## src/rtl/quick_spi_pkg.sv

```systemverilog
`timescale 1ns/1ps
`default_nettype none
// ---------------------------------------------------------------------------
// quick_spi_pkg : shared types, SPI mode constants and wire-order mapping
// Rev 1.0
// ---------------------------------------------------------------------------
package quick_spi_pkg;

  typedef enum logic [1:0] {
    WAIT_DESEL = 2'd0,
    IDLE       = 2'd1,
    ACTIVE     = 2'd2
  } spi_state_t;

  // {CPOL, CPHA}
  localparam logic [1:0] MODE0 = 2'b00;
  localparam logic [1:0] MODE1 = 2'b01;
  localparam logic [1:0] MODE2 = 2'b10;
  localparam logic [1:0] MODE3 = 2'b11;

  localparam int unsigned c_CNT_W = 7;

  // Most-significant byte first on the wire, LSB first within each byte.
  function automatic int unsigned stream_to_word_bit(input int unsigned i,
                                                     input int unsigned width);
    return (width / 8 - 1 - i / 8) * 8 + i % 8;
  endfunction

endpackage
`default_nettype wire

```

## src/rtl/quick_spi_sync_edge.sv

```systemverilog
`timescale 1ns/1ps
`default_nettype none
// ---------------------------------------------------------------------------
// quick_spi_sync_edge : 2-FF synchroniser with registered rise/fall detection
// Rev 1.0
// ---------------------------------------------------------------------------
module quick_spi_sync_edge #(
  parameter bit RESET_VAL = 1'b0
) (
  input  logic clk,
  input  logic rst,
  input  logic i_async,
  output logic o_level,
  output logic o_rise,
  output logic o_fall
);

  logic r_meta;
  logic r_sync;
  logic r_prev;

  always_ff @(posedge clk) begin
    if (rst) begin
      r_meta <= RESET_VAL;
      r_sync <= RESET_VAL;
      r_prev <= RESET_VAL;
    end else begin
      r_meta <= i_async;
      r_sync <= r_meta;
      r_prev <= r_sync;
    end
  end

  assign o_level = r_sync;
  assign o_rise  = r_sync & ~r_prev;
  assign o_fall  = ~r_sync & r_prev;

endmodule
`default_nettype wire

```

## src/rtl/quick_spi_slave.sv

```systemverilog
`timescale 1ns/1ps
`default_nettype none
// ---------------------------------------------------------------------------
// quick_spi_slave : oversampled SPI responder, one RX and one TX word per frame
// Rev 1.0
// ---------------------------------------------------------------------------
module quick_spi_slave
  import quick_spi_pkg::*;
#(
  parameter int unsigned RX_WIDTH = 16,
  parameter int unsigned TX_WIDTH = 8,
  parameter bit          CPOL     = 1'b0,
  parameter bit          CPHA     = 1'b0
) (
  input  logic                clk,
  input  logic                reset,
  input  logic                sclk,
  input  logic                ss_n,
  input  logic                mosi,
  output logic                miso,
  output logic                miso_oe,
  output logic [RX_WIDTH-1:0] rx_data,
  output logic                rx_valid,
  output logic                rx_error,
  input  logic [TX_WIDTH-1:0] tx_data,
  input  logic                tx_valid,
  output logic                tx_ready,
  output logic                tx_underrun,
  output logic                busy
);

  localparam int unsigned        c_RX_IW   = $clog2(RX_WIDTH);
  localparam int unsigned        c_TX_IW   = $clog2(TX_WIDTH);
  localparam logic [c_CNT_W-1:0] c_RX_MAX  = c_CNT_W'(RX_WIDTH);
  localparam logic [c_CNT_W-1:0] c_TX_MAX  = c_CNT_W'(TX_WIDTH);
  localparam int unsigned        c_TX_BIT0 = TX_WIDTH - 8;
  localparam logic [1:0]         c_MODE    = {CPOL, CPHA};

  logic w_sclk_lvl, w_sclk_rise, w_sclk_fall;
  logic w_ss_lvl, w_ss_rise, w_ss_fall;
  logic w_mosi, w_unused_mosi_rise, w_unused_mosi_fall, w_unused_sclk_lvl;

  quick_spi_sync_edge #(.RESET_VAL(CPOL)) u_sync_sclk (
    .clk(clk), .rst(reset), .i_async(sclk),
    .o_level(w_sclk_lvl), .o_rise(w_sclk_rise), .o_fall(w_sclk_fall)
  );

  // Select resets to "asserted" so a frame already in progress is never seen as a fresh fall.
  quick_spi_sync_edge #(.RESET_VAL(1'b0)) u_sync_ss (
    .clk(clk), .rst(reset), .i_async(ss_n),
    .o_level(w_ss_lvl), .o_rise(w_ss_rise), .o_fall(w_ss_fall)
  );

  quick_spi_sync_edge #(.RESET_VAL(1'b0)) u_sync_mosi (
    .clk(clk), .rst(reset), .i_async(mosi),
    .o_level(w_mosi), .o_rise(w_unused_mosi_rise), .o_fall(w_unused_mosi_fall)
  );

  assign w_unused_sclk_lvl = w_sclk_lvl;

  logic w_lead_edge, w_trail_edge, w_sample_edge, w_shift_edge;
  assign w_lead_edge   = CPOL ? w_sclk_fall : w_sclk_rise;
  assign w_trail_edge  = CPOL ? w_sclk_rise : w_sclk_fall;
  assign w_sample_edge = (c_MODE == MODE0 || c_MODE == MODE2) ? w_lead_edge : w_trail_edge;
  assign w_shift_edge  = (c_MODE == MODE0 || c_MODE == MODE2) ? w_trail_edge : w_lead_edge;

  spi_state_t            r_state, w_state_next;
  logic [RX_WIDTH-1:0]   r_rx_shift, w_rx_shift_next;
  logic [RX_WIDTH-1:0]   r_rx_data, w_rx_data_next;
  logic [c_CNT_W-1:0]    r_rx_cnt, w_rx_cnt_next;
  logic [TX_WIDTH-1:0]   r_tx_shift, w_tx_shift_next;
  logic [c_CNT_W-1:0]    r_tx_cnt, w_tx_cnt_next;
  logic [TX_WIDTH-1:0]   r_hold, w_hold_next;
  logic                  r_hold_full, w_hold_full_next;
  logic                  r_miso, w_miso_next;
  logic                  r_miso_oe, w_miso_oe_next;
  logic                  r_busy, w_busy_next;
  logic                  r_rx_valid, w_rx_valid_next;
  logic                  r_rx_error, w_rx_error_next;
  logic                  r_tx_underrun, w_tx_underrun_next;
  logic                  w_load;
  logic [c_RX_IW-1:0]    w_rx_idx;
  logic [c_TX_IW-1:0]    w_tx_idx;

  assign w_load   = tx_valid & ~r_hold_full;
  assign w_rx_idx = c_RX_IW'(stream_to_word_bit(32'(r_rx_cnt), RX_WIDTH));
  assign w_tx_idx = c_TX_IW'(stream_to_word_bit(32'(r_tx_cnt), TX_WIDTH));

  always_ff @(posedge clk) begin
    if (reset) begin
      r_state       <= WAIT_DESEL;
      r_rx_shift    <= '0;
      r_rx_data     <= '0;
      r_rx_cnt      <= '0;
      r_tx_shift    <= '0;
      r_tx_cnt      <= '0;
      r_hold        <= '0;
      r_hold_full   <= 1'b0;
      r_miso        <= 1'b0;
      r_miso_oe     <= 1'b0;
      r_busy        <= 1'b0;
      r_rx_valid    <= 1'b0;
      r_rx_error    <= 1'b0;
      r_tx_underrun <= 1'b0;
    end else begin
      r_state       <= w_state_next;
      r_rx_shift    <= w_rx_shift_next;
      r_rx_data     <= w_rx_data_next;
      r_rx_cnt      <= w_rx_cnt_next;
      r_tx_shift    <= w_tx_shift_next;
      r_tx_cnt      <= w_tx_cnt_next;
      r_hold        <= w_hold_next;
      r_hold_full   <= w_hold_full_next;
      r_miso        <= w_miso_next;
      r_miso_oe     <= w_miso_oe_next;
      r_busy        <= w_busy_next;
      r_rx_valid    <= w_rx_valid_next;
      r_rx_error    <= w_rx_error_next;
      r_tx_underrun <= w_tx_underrun_next;
    end
  end

  always_comb begin
    w_state_next       = r_state;
    w_rx_shift_next    = r_rx_shift;
    w_rx_data_next     = r_rx_data;
    w_rx_cnt_next      = r_rx_cnt;
    w_tx_shift_next    = r_tx_shift;
    w_tx_cnt_next      = r_tx_cnt;
    w_hold_next        = r_hold;
    w_hold_full_next   = r_hold_full;
    w_miso_next        = r_miso;
    w_miso_oe_next     = r_miso_oe;
    w_busy_next        = r_busy;
    w_rx_valid_next    = 1'b0;
    w_rx_error_next    = 1'b0;
    w_tx_underrun_next = 1'b0;

    if (w_load) begin
      w_hold_next      = tx_data;
      w_hold_full_next = 1'b1;
    end

    case (r_state)
      WAIT_DESEL: begin
        if (w_ss_lvl) w_state_next = IDLE;
      end

      IDLE: begin
        if (w_ss_fall) begin
          // The frame takes the pre-load holding contents; a same-cycle load survives.
          w_state_next       = ACTIVE;
          w_busy_next        = 1'b1;
          w_miso_oe_next     = 1'b1;
          w_rx_cnt_next      = '0;
          w_rx_shift_next    = '0;
          w_tx_shift_next    = r_hold_full ? r_hold : '0;
          w_tx_underrun_next = ~r_hold_full;
          if (!w_load) w_hold_full_next = 1'b0;
          if (!CPHA) begin
            w_miso_next   = r_hold_full & r_hold[c_TX_BIT0];
            w_tx_cnt_next = c_CNT_W'(1);
          end else begin
            w_miso_next   = 1'b0;
            w_tx_cnt_next = '0;
          end
        end
      end

      ACTIVE: begin
        if (w_ss_rise) begin
          w_rx_error_next = (r_rx_cnt < c_RX_MAX);
          w_busy_next     = 1'b0;
          w_miso_oe_next  = 1'b0;
          w_miso_next     = 1'b0;
          w_state_next    = IDLE;
        end else begin
          if (w_sample_edge && (r_rx_cnt < c_RX_MAX)) begin
            w_rx_shift_next[w_rx_idx] = w_mosi;
            w_rx_cnt_next             = r_rx_cnt + c_CNT_W'(1);
            if (r_rx_cnt == c_RX_MAX - c_CNT_W'(1)) begin
              w_rx_data_next  = w_rx_shift_next;
              w_rx_valid_next = 1'b1;
            end
          end
          // r_tx_cnt counts bits already driven; past the word miso idles low.
          if (w_shift_edge) begin
            if (r_tx_cnt < c_TX_MAX) begin
              w_miso_next   = r_tx_shift[w_tx_idx];
              w_tx_cnt_next = r_tx_cnt + c_CNT_W'(1);
            end else begin
              w_miso_next = 1'b0;
            end
          end
        end
      end

      default: w_state_next = WAIT_DESEL;
    endcase
  end

  assign miso        = r_miso;
  assign miso_oe     = r_miso_oe;
  assign rx_data     = r_rx_data;
  assign rx_valid    = r_rx_valid;
  assign rx_error    = r_rx_error;
  assign tx_ready    = ~r_hold_full;
  assign tx_underrun = r_tx_underrun;
  assign busy        = r_busy;

endmodule
`default_nettype wire

```

## config.mk

```make
export PLATFORM = sky130hd
export DESIGN_NAME = quick_spi_slave
export DESIGN_NICKNAME = d
export VERILOG_FILES = /design/src/rtl/quick_spi_pkg.sv /design/src/rtl/quick_spi_sync_edge.sv /design/src/rtl/quick_spi_slave.sv
export SDC_FILE = /design/constraint.sdc
export NUM_CORES = 1
export LEC_CHECK = 0
export BUFFER_PORTS_ARGS = -buffer_cell sky130_fd_sc_hd__buf_2
export CAP_MARGIN = 25
export CORE_ASPECT_RATIO = 0.7
export CORE_MARGIN = 2
export CORE_UTILIZATION = 45
export DETAILED_ROUTE_END_ITERATION = 6
export PLACE_DENSITY = 0.69
export SYNTH_ARGS = -nofsm -noshare
export SYNTH_HDL_FRONTEND = slang
export SYNTH_SLANG_ARGS = --single-unit
```

## constraint.sdc

```tcl
create_clock -name clk -period 2.1 [get_ports clk]
set_input_delay 0.315 -clock clk [delete_from_list [all_inputs] [get_ports clk]]
set_output_delay 0.315 -clock clk [all_outputs]
set_load 0.05 [all_outputs]
```

# Word-level counts from Yosys, hierarchy flattened
# Cells that the tools add are included.
# W data, S select, Z words.
[word_totals] register_bits=78 in_bits=14 out_inout_bits=23 elab_cells=108
[op_classes] n_addsub=5 order_cmp=5 n_eq_ne=11 mux=36 bitwise=16 n_reduce_logical=14
[ops] op="$mux W7" count=7
[ops] op="$mux W16" count=3
[ops] op="$pmux W16 S2" count=1
[ops] op="$pmux W7 S2" count=2
[ops] op="$bwmux W16" count=1
[ops] op="$add A7 B1 Y7 const B" count=2
[ops] op="$mux W1" count=13
[ops] op="$not A1 Y1" count=10
[ops] op="$reduce_and A3 Y1" count=3
[ops] op="$mux W8" count=1
[ops] op="$ne A2 B1 Y1 const B" count=4
[ops] op="$reduce_and A4 Y1" count=2
[ops] op="$eq A7 B4 Y1 const B" count=1
[ops] op="$lt A7 B4 Y1 const B" count=1
[ops] op="$lt A7 B5 Y1 const B" count=1
[ops] op="$and A1 B1 Y1" count=6
[ops] op="$mux W2" count=3
[ops] op="$ne A2 B2 Y1 const B" count=3
[ops] op="$pmux W2 S3" count=1
[ops] op="$reduce_or A3 Y1" count=2
[ops] op="$lt A4 B5 Y1 const B" count=1
[ops] op="$reduce_and A5 Y1" count=1
[ops] op="$add A4 B4 Y4" count=1
[ops] op="$demux W1 S4" count=1
[ops] op="other kinds (14)" count=16

# Depth between registers and ports, before layout
# Gate-level depths: netlist (run 1).
[logic_depth] ltp_word=10 depth_mapped=10 depth_no_buf=7

# Cells and area by module
# Synthesis (run 1) repeated with hierarchy kept, for this count alone.
[unflattened] hier_cells=319 area_unflattened_um2=3168.0
[modules_own_cells] mod="quick_spi_slave" instances=1 cells_per_inst=295 area_per_inst_um2=2894.0
[modules_own_cells] mod="quick_spi_sync_edge" instances=3 cells_per_inst=8 area_per_inst_um2=91.3

# Least setup slack after synthesis (run 1)
# OpenSTA, ideal clock, no wires.
[synth_path] path_type="reg2reg" start="register r_state[1]" end="register r_rx_cnt[3]" setup_ns=0.059 arrival_ns=1.787 required_time_ns=2.041 path_slack_ns=0.253 path_stages_with_launch=9 path_buffers=1 synth_period_minus_slack_ns=1.847 cell_sequence="dfxtp_1 > inv_1 > ha_1 > buf_2 > nand3b_1 > a211oi_1 > nor3_1 > or4_1 > nand2_1"
[synth_between] elab_chain_len=3 elab_cells_between_ends=8 cone_classes="eq/ne (5); mux (1); reduce/logical (2)"
[synth_lines] element="from (decl)" line="quick_spi_slave.sv:67" text="spi_state_t r_state, w_state_next;"
[synth_lines] element="from (signal assigned)" line="quick_spi_slave.sv:106" text="r_state <= w_state_next;"
[synth_lines] element="$eq A2 B2 Y1 / $eq A2 B1 Y1 (equally long branches)" line="quick_spi_slave.sv:144" text="case (r_state)"
[synth_lines] element="$ne A2 B2 Y1 (no source line), or another cell as far along"
[synth_lines] element="$reduce_and A4 Y1 (no source line)"
[synth_lines] element="to (signal assigned)" line="quick_spi_slave.sv:109" text="r_rx_cnt <= w_rx_cnt_next;"
[synth_lines] element="to (decl)" line="quick_spi_slave.sv:70" text="logic [c_CNT_W-1:0] r_rx_cnt, w_rx_cnt_next;"
# Parallel ways exist; a longest one is shown, timed or not.
# A chain may end at the register's enable or synchronous reset.

# Final worst setup path (run 1)
[layout_path] start="register r_state[0]" end="register r_rx_cnt[2]"
# The elaborated chain is that of the path after synthesis.

==> impl_metrics.yaml, run 1 <==
run_status:
  status: "completed"
clocking:
  cts_tree: "yes"
  post_cts.repair.setup_buffers: 0
  cts_buffers: 9
  cts_hold_buffers: 0
  clockBufferDepth: 2
  cts-resized-gates: 0
  cts_max_level: 3
  cts_root_buffer: "clkbuf_8"
  cts.clk_slew.worst_paths_ns: 0.09
  clock-sinks: 77
  clock_latency_ns: 0.35
hold_path:
  worstHoldPathType: "in -> reg"
  hold_start: "ss_n"
synthesis:
  yosys_register_bits: 77
  synth_area_per_cell_um2: 8.834
  synth.distinct_cells: 47
  synth_warnings: 0
  synth_area_um2: 3348
  synthFlopType: "dfxtp_1"
  syn-instance-count: 379
  async_flop_share_pct: 0
  seq_area_frac_synth_pct: 46.04
  syn-num-nets: 402
  synth_edf_count: 0
grt:
  grt_pass1_vias: 2441
  grt_start_max_net_pins: 47
  grt_pass1_wl_mm: 11.99
  grt_use_total_pct: 18.27
  antenna_found_initial: 0
  grt_remaining_overflow: 0
critical_path:
  crit_arrival_ns: 2.23
  rr_startpoint: "r_state[0]$_SDFFE_PP0P_"
  cp.required_ns: 2.34
  startpoint: "r_state[0]$_SDFFE_PP0P_"
  crit_path_end_kind: "flop"
  crit_slowest_cell: "or3_1"
  critPathMaxStageDelay_ns: 0.45
  crit_chain: "inv_1 > ha_1 > nand3b_1 > a211oi_2 > or3_1 > buf_12 > a31o_2"
  start_kind: "flop"
  critPathKind: "reg -> reg"
  cp_max_fo: 13
cells_and_area:
  nNetsFinal: 434
  final_area_um2: 3847
  most-common-layout-cells: "77 x dfxtp_1, 57 x nand2_1, 36 x buf_2"
  drive_above_1_share_pct: 21.63
  fin_cells: 514
  fillers: 665
  final_core_util_pct: 53.04
  layout_commonest_cell: "dfxtp_1"
  syn_to_final_growth_pct: 14.91
  antenna_cells: 0
placed_design:
  preCtsSetupSlack_ns: 0.008045
  dp.cells: 498
  routabilityCongestion: 0.7964
  placed_cell_area_um2: 3630
  io_buffers: 36
  dpl.hpwl_mm: 4.827
route:
  routedWlPerCell_um: 13.46
  drcViolationCount: 0
  wl_met1_mm: 3.738
  viasPerCell: 5.202
  vias: 2674
  ant_nets: 0
  top_layer_used: "met4"
  drtPass1Iterations: 4
  wl_met2_mm: 2.863
  wl_met3_um: 303
  drtIter0Drc: 159
  finalWirelength_mm: 6.920
die:
  core_um2: 7254
  io_pins: 37
  die_height_um: 76.17
  initial_utilization_pct: 46.15
  dieArea_um2: 8158
  rows: 26
  die_w_um: 107.1
pwr:
  swShare_pct: 27.51
  p_int_uw: 2064
  power_density_nw_per_um2: 740.0
  p_seq_share_pct: 53.5
  p_switching_uw: 783.1
  peakVddDrop_uv: 388.7
  comb_power_share_pct: 9.2
  cellLeakagePower_uw: 0.001483
  clockPowerShare_pct: 37.4
timing:
  setup_tns_ns: 0
  setup_viol: 0
  setup_slack_ns: 0.1164
  slew_headroom_pct: 62.80
  fin_crit_ns: 1.984
  fmax_ghz: 0.5041
  worstMarginPinSlew_ns: 0.5569
  hold_viol_final: 0
  slew_violations: 0
  fin_crit_sh_pct: 94.46
  skew_ns: 0.01161
run:
  drv_cap: 0
[synth_stat cells, types with 2 or more instances]
cell | n | area, µm²
ha_1 | 9 | 112.6
or4_1 | 2 | 15.01
mux2_2 | 12 | 135.1
mux2i_1 | 19 | 190.2
nand3b_1 | 2 | 15.01
o41ai_1 | 3 | 26.28
clkbuf_1 | 13 | 48.80
o21a_1 | 2 | 15.01
dfxtp_1 | 77 | 1541
a21oi_1 | 35 | 175.2
inv_1 | 9 | 33.78
a211oi_1 | 2 | 15.01
o21ai_0 | 4 | 20.02
and2_1 | 5 | 31.28
nor3_1 | 5 | 25.02
nand3_1 | 31 | 155.2
nand2_1 | 57 | 214.0
buf_6 | 2 | 22.52
nor2b_1 | 15 | 93.84
buf_2 | 5 | 25.02
o211ai_1 | 2 | 15.01
nor2_1 | 31 | 116.4
a31oi_1 | 2 | 12.51
buf_1 | 3 | 11.26
nor4_1 | 3 | 18.77
a211oi_2 | 3 | 37.54
nand2b_1 | 6 | 37.54
[path summary, 6_finish.rpt]
path	end	slack [ns]	depth (start not counted)
max	r_rx_cnt[2]$_SDFFE_PP0P_	0.12	7
max reg2reg	r_rx_cnt[2]$_SDFFE_PP0P_	0.12	7
min	u_sync_ss.r_meta$_SDFF_PP0_	0.17	2
min reg2reg	u_sync_mosi.o_level$_SDFF_PP0_	0.45	1
[metal layers]
metal  vias to the layer above  track usage, %
met2                        58           24.24
met4                         0           5.065
li1                       1361               -
met1                      1253           28.21
met3                         2           5.389
met5                         -               0
[stage by stage]
| stage | hold slack (ns) | power, µW |
|---|---|---|
| final | 0.1705 | 2847 |
| after global routing | 0.1548 | 2990 |
| after CTS | 0.1482 | 2873 |
| after detailed placement | 0.4260 | 1812 |
| after global placement | 0.4210 | 1807 |
| after floorplan | 0.4138 | 1750 |
[cell type report]
class                   count  area (µm²)  area share (%)
repair buffers             47       287.8           7.480
clock buffers              10       137.6           3.577
clock inverters             6       52.55           1.366
flip-flops and latches     77        1541           40.07
well taps                  98       122.6           3.187
multi-input cells         267        1672           43.45
inverters                   9       33.78          0.8780
[power by group through the flow]
stage | Clock [µW] | Combinational, µW | Sequential, µW
after floorplan | 0 | 176 | 1570
after global placement | 0 | 252 | 1550
after detailed placement | 0 | 256 | 1560
after CTS | 1090 | 257 | 1520
after global routing | 1170 | 290 | 1530
final | 1060 | 261 | 1520
[logic make-up (layout without fill, tap and decap cells)]
family | count (synthesis) | in the layout | synth area share (%)
compound gates | 60 | 60 | 11.17
simple gates | 165 | 165 | 23.58
xor+xnor | 1 | 1 | 0.2616
fa+ha+maj | 9 | 9 | 3.363
flops | 77 | 77 | 46.04
buf+inv | 35 | 72 | 5.194
mux | 32 | 32 | 10.39
[critical path: cells and delay by family, from the launching register on]
family / cells / cell delay [ns]
AOI/OAI and AO/OA: 2 / 0.32
buffers and inverters: 2 / 0.28
adders and majority gates: 1 / 0.29
and+or+nand+nor: 2 / 0.61
DFF: 1 / 0.39
[sequential cells by signal, summed over array words and instances, names as in the netlist, 2 cells and up]
| register | flops |
|---|---|
| r_tx_cnt | 7 |
| r_tx_shift | 8 |
| r_hold | 8 |
| r_rx_cnt | 7 |
| r_rx_shift | 15 |
| rx_data | 16 |
| r_state | 2 |
Power figures use the tool's default switching activity.
==> run 2, diff against run 1 <==
--- a/config.mk
+++ b/config.mk
@@ -5,13 +5,13 @@
 export SDC_FILE = /design/constraint.sdc
 export NUM_CORES = 1
 export LEC_CHECK = 0
+export ABC_AREA = 1
 export BUFFER_PORTS_ARGS = -buffer_cell sky130_fd_sc_hd__buf_2
 export CAP_MARGIN = 25
 export CORE_ASPECT_RATIO = 0.7
-export CORE_MARGIN = 2
-export CORE_UTILIZATION = 45
+export CORE_UTILIZATION = 35
 export DETAILED_ROUTE_END_ITERATION = 6
-export PLACE_DENSITY = 0.69
+export PLACE_DENSITY = 0.57
 export SYNTH_ARGS = -nofsm -noshare
 export SYNTH_HDL_FRONTEND = slang
 export SYNTH_SLANG_ARGS = --single-unit
==> impl_metrics.yaml, run 2 <==
run_status:
  status: "completed"
route:
  drtPass1Iterations: 4
  top_layer_used: "met4"
  wl_met2_mm: 3.044
  ant_nets: 0
  drtIter0Drc: 175
  vias: 2998
  routedWlPerCell_um: 12.43
  drcViolationCount: 0
  viasPerCell: 4.751
  wl_met1_mm: 4.274
  wl_met3_um: 407
  finalWirelength_mm: 7.844
synthesis:
  synth.distinct_cells: 25
  synth_most_common_cell: "nor2_1"
  seq_area_frac_synth_pct: 46.02
  synth_area_per_cell_um2: 7.266
  async_flop_share_pct: 0
  synth_warnings: 0
  yosysTopAreaCell: "dfxtp_1"
  synth_area_um2: 3393
  yosys_register_bits: 78
  synth_area_leaders: "dfxtp_1 46%, nor2_1 10%, nand2_1 8.8%"
  synthFlopType: "dfxtp_1"
  synth_common_cells: "92 x nor2_1, 80 x nand2_1, 78 x dfxtp_1"
  synth_edf_count: 0
  syn-num-nets: 490
  synth_top_area_share_pct: 46.02
  syn-instance-count: 467
critical_path:
  start_kind: "flop"
  rr_startpoint: "r_rx_cnt[1]$_SDFFE_PP0P_"
  cp_max_fo: 16
  crit_slowest_cell: "dfxtp_1"
  startpoint: "r_rx_cnt[1]$_SDFFE_PP0P_"
  crit_arrival_ns: 2.14
  critPathMaxStageDelay_ns: 0.44
  cp.required_ns: 2.33
  crit_path_end_kind: "flop"
  path_buf_inv: 3
  crit_chain: "ha_1 > inv_2 > nor2_4 > inv_2 > nor3_4 > inv_4 > nor2_1 > nor2_1"
  critPathKind: "reg -> reg"
  crit_family: "simple AND/OR/NAND/NOR gates"
timing:
  setup_viol: 0
  slew_violations: 0
  rsz0062_at_grt: "false"
  fmax_ghz: 0.5260
  worstMarginPinSlew_ns: 0.5025
  slew_headroom_pct: 66.46
  fin_crit_sh_pct: 90.53
  fin_crit_ns: 1.901
  hold_viol_final: 0
  setup_tns_ns: 0
  skew_ns: 0.004800
pwr:
  power_density_nw_per_um2: 1189
  peakVddDrop_uv: 524.1
  cellLeakagePower_uw: 0.001711
  power_uw: 4721
die:
  dieArea_um2: 10100
  die_w_um: 119.7
  die_height_um: 84.38
  core_um2: 9253
  io_pins: 37
  rows: 29
  initial_utilization_pct: 36.67
grt:
  grt_pass1_vias: 2709
  grt_start_max_net_pins: 22
  grt_remaining_overflow: 0
  grt_pass1_wl_mm: 12.93
  grt_use_total_pct: 16.43
  antenna_found_initial: 0
clocking:
  clockBufferDepth: 2
  clock_latency_ns: 0.34
  clock-sinks: 78
  cts_hold_buffers: 0
  cts-resized-gates: 0
  cts_max_level: 3
  cts_root_buffer: "clkbuf_16"
  cts_tree: "yes"
  cts.clk_slew.worst_paths_ns: 0.06
  cts_buffers: 9
  post_cts.repair.setup_buffers: 0
run:
  drv_cap: 0
cells_and_area:
  most-common-layout-cells: "92 x nor2_1, 80 x nand2_1, 78 x dfxtp_1"
  syn_to_final_growth_pct: 17.04
  nNetsFinal: 525
  drive_above_1_share_pct: 16.17
  layout_commonest_cell: "nor2_1"
  antenna_cells: 0
placed_design:
  dpl.hpwl_mm: 5.508
  io_buffers: 36
  routabilityCongestion: 0.7825
hold_path:
  worstHoldPathType: "in -> reg"
  hold_start: "ss_n"
[run 2: changes by cell type in the layout (fill, tap and decap cells not counted), sizes merged, moves of 16 or more]
cell	before	now
o21ai	4	51
mux2i	19	0
nor2	31	103
inv	13	38
nand3	31	47
nand2	57	83
[run 2: report_power, final]
group	switching (µW)	leakage, µW	internal, µW
Clock	635	0.000142	921
Combinational	932	0.000933	413
Sequential	140	0.000636	1680
[run 2: through the flow]
stage	setup WS (ns)	instances	hold WS [ns]	instance area (µm²)	utilization, %
2_1_floorplan	0.4496	467	0.3883	3393	-
3_3_place_gp	0.1257	615	0.3895	3674	39.70
6_report	0.1989	631	0.1711	3971	42.92
5_1_grt	0.01259	631	0.1680	3971	42.92
3_5_place_dp	0.1313	615	0.4034	3674	39.70
4_1_cts	0.1041	631	0.1654	3971	42.92
[run 2: worst register-to-register path: cells and delay by family (launching register included)]
| kind | cells | cell delay, ns |
|---|---|---|
| adders and majority gates | 1 | 0.33 |
| buffers and inverters | 3 | 0.32 |
| DFF | 1 | 0.44 |
| and+or+nand+nor | 4 | 0.70 |
[run 2: worst paths after layout]
check                                               endpoint  slack, ns  depth (start not counted)
worst max-delay path                 rx_data[3]$_SDFFE_PP0P_       0.20                          8
worst min-delay path             u_sync_ss.r_meta$_SDFF_PP0_       0.17                          3
worst max register to register       rx_data[3]$_SDFFE_PP0P_       0.20                          8
worst min register to register  u_sync_ss.o_level$_SDFF_PP0_       0.41                          2
[run 2: cell families after synthesis]
logic type | after synthesis | synth area share [%]
adder cells (fa/ha/maj) | 9 | 3.319
XOR/XNOR | 2 | 0.5163
flip-flops | 78 | 46.02
buffers and inverters | 58 | 7.854
AO/OA/AOI/OAI | 80 | 11.80
AND/OR/NAND/NOR | 240 | 30.49
[run 2: final cells by class]
type	instances	area [µm²]
clock inverters	7	72.57
inverters	37	143.9
multi-input cells	331	1565
flip-flops and latches	78	1562
repair buffers	45	247.7
clock buffers	9	225.2
well taps	124	155.1
fillers	968	5281
[run 2: routing by layer]
metal	GRT usage [%]	vias to the layer above
li1	-	1577
met2	23.02	72
met5	0	-
met1	23.27	1339
met4	6.364	0
met3	5.163	10
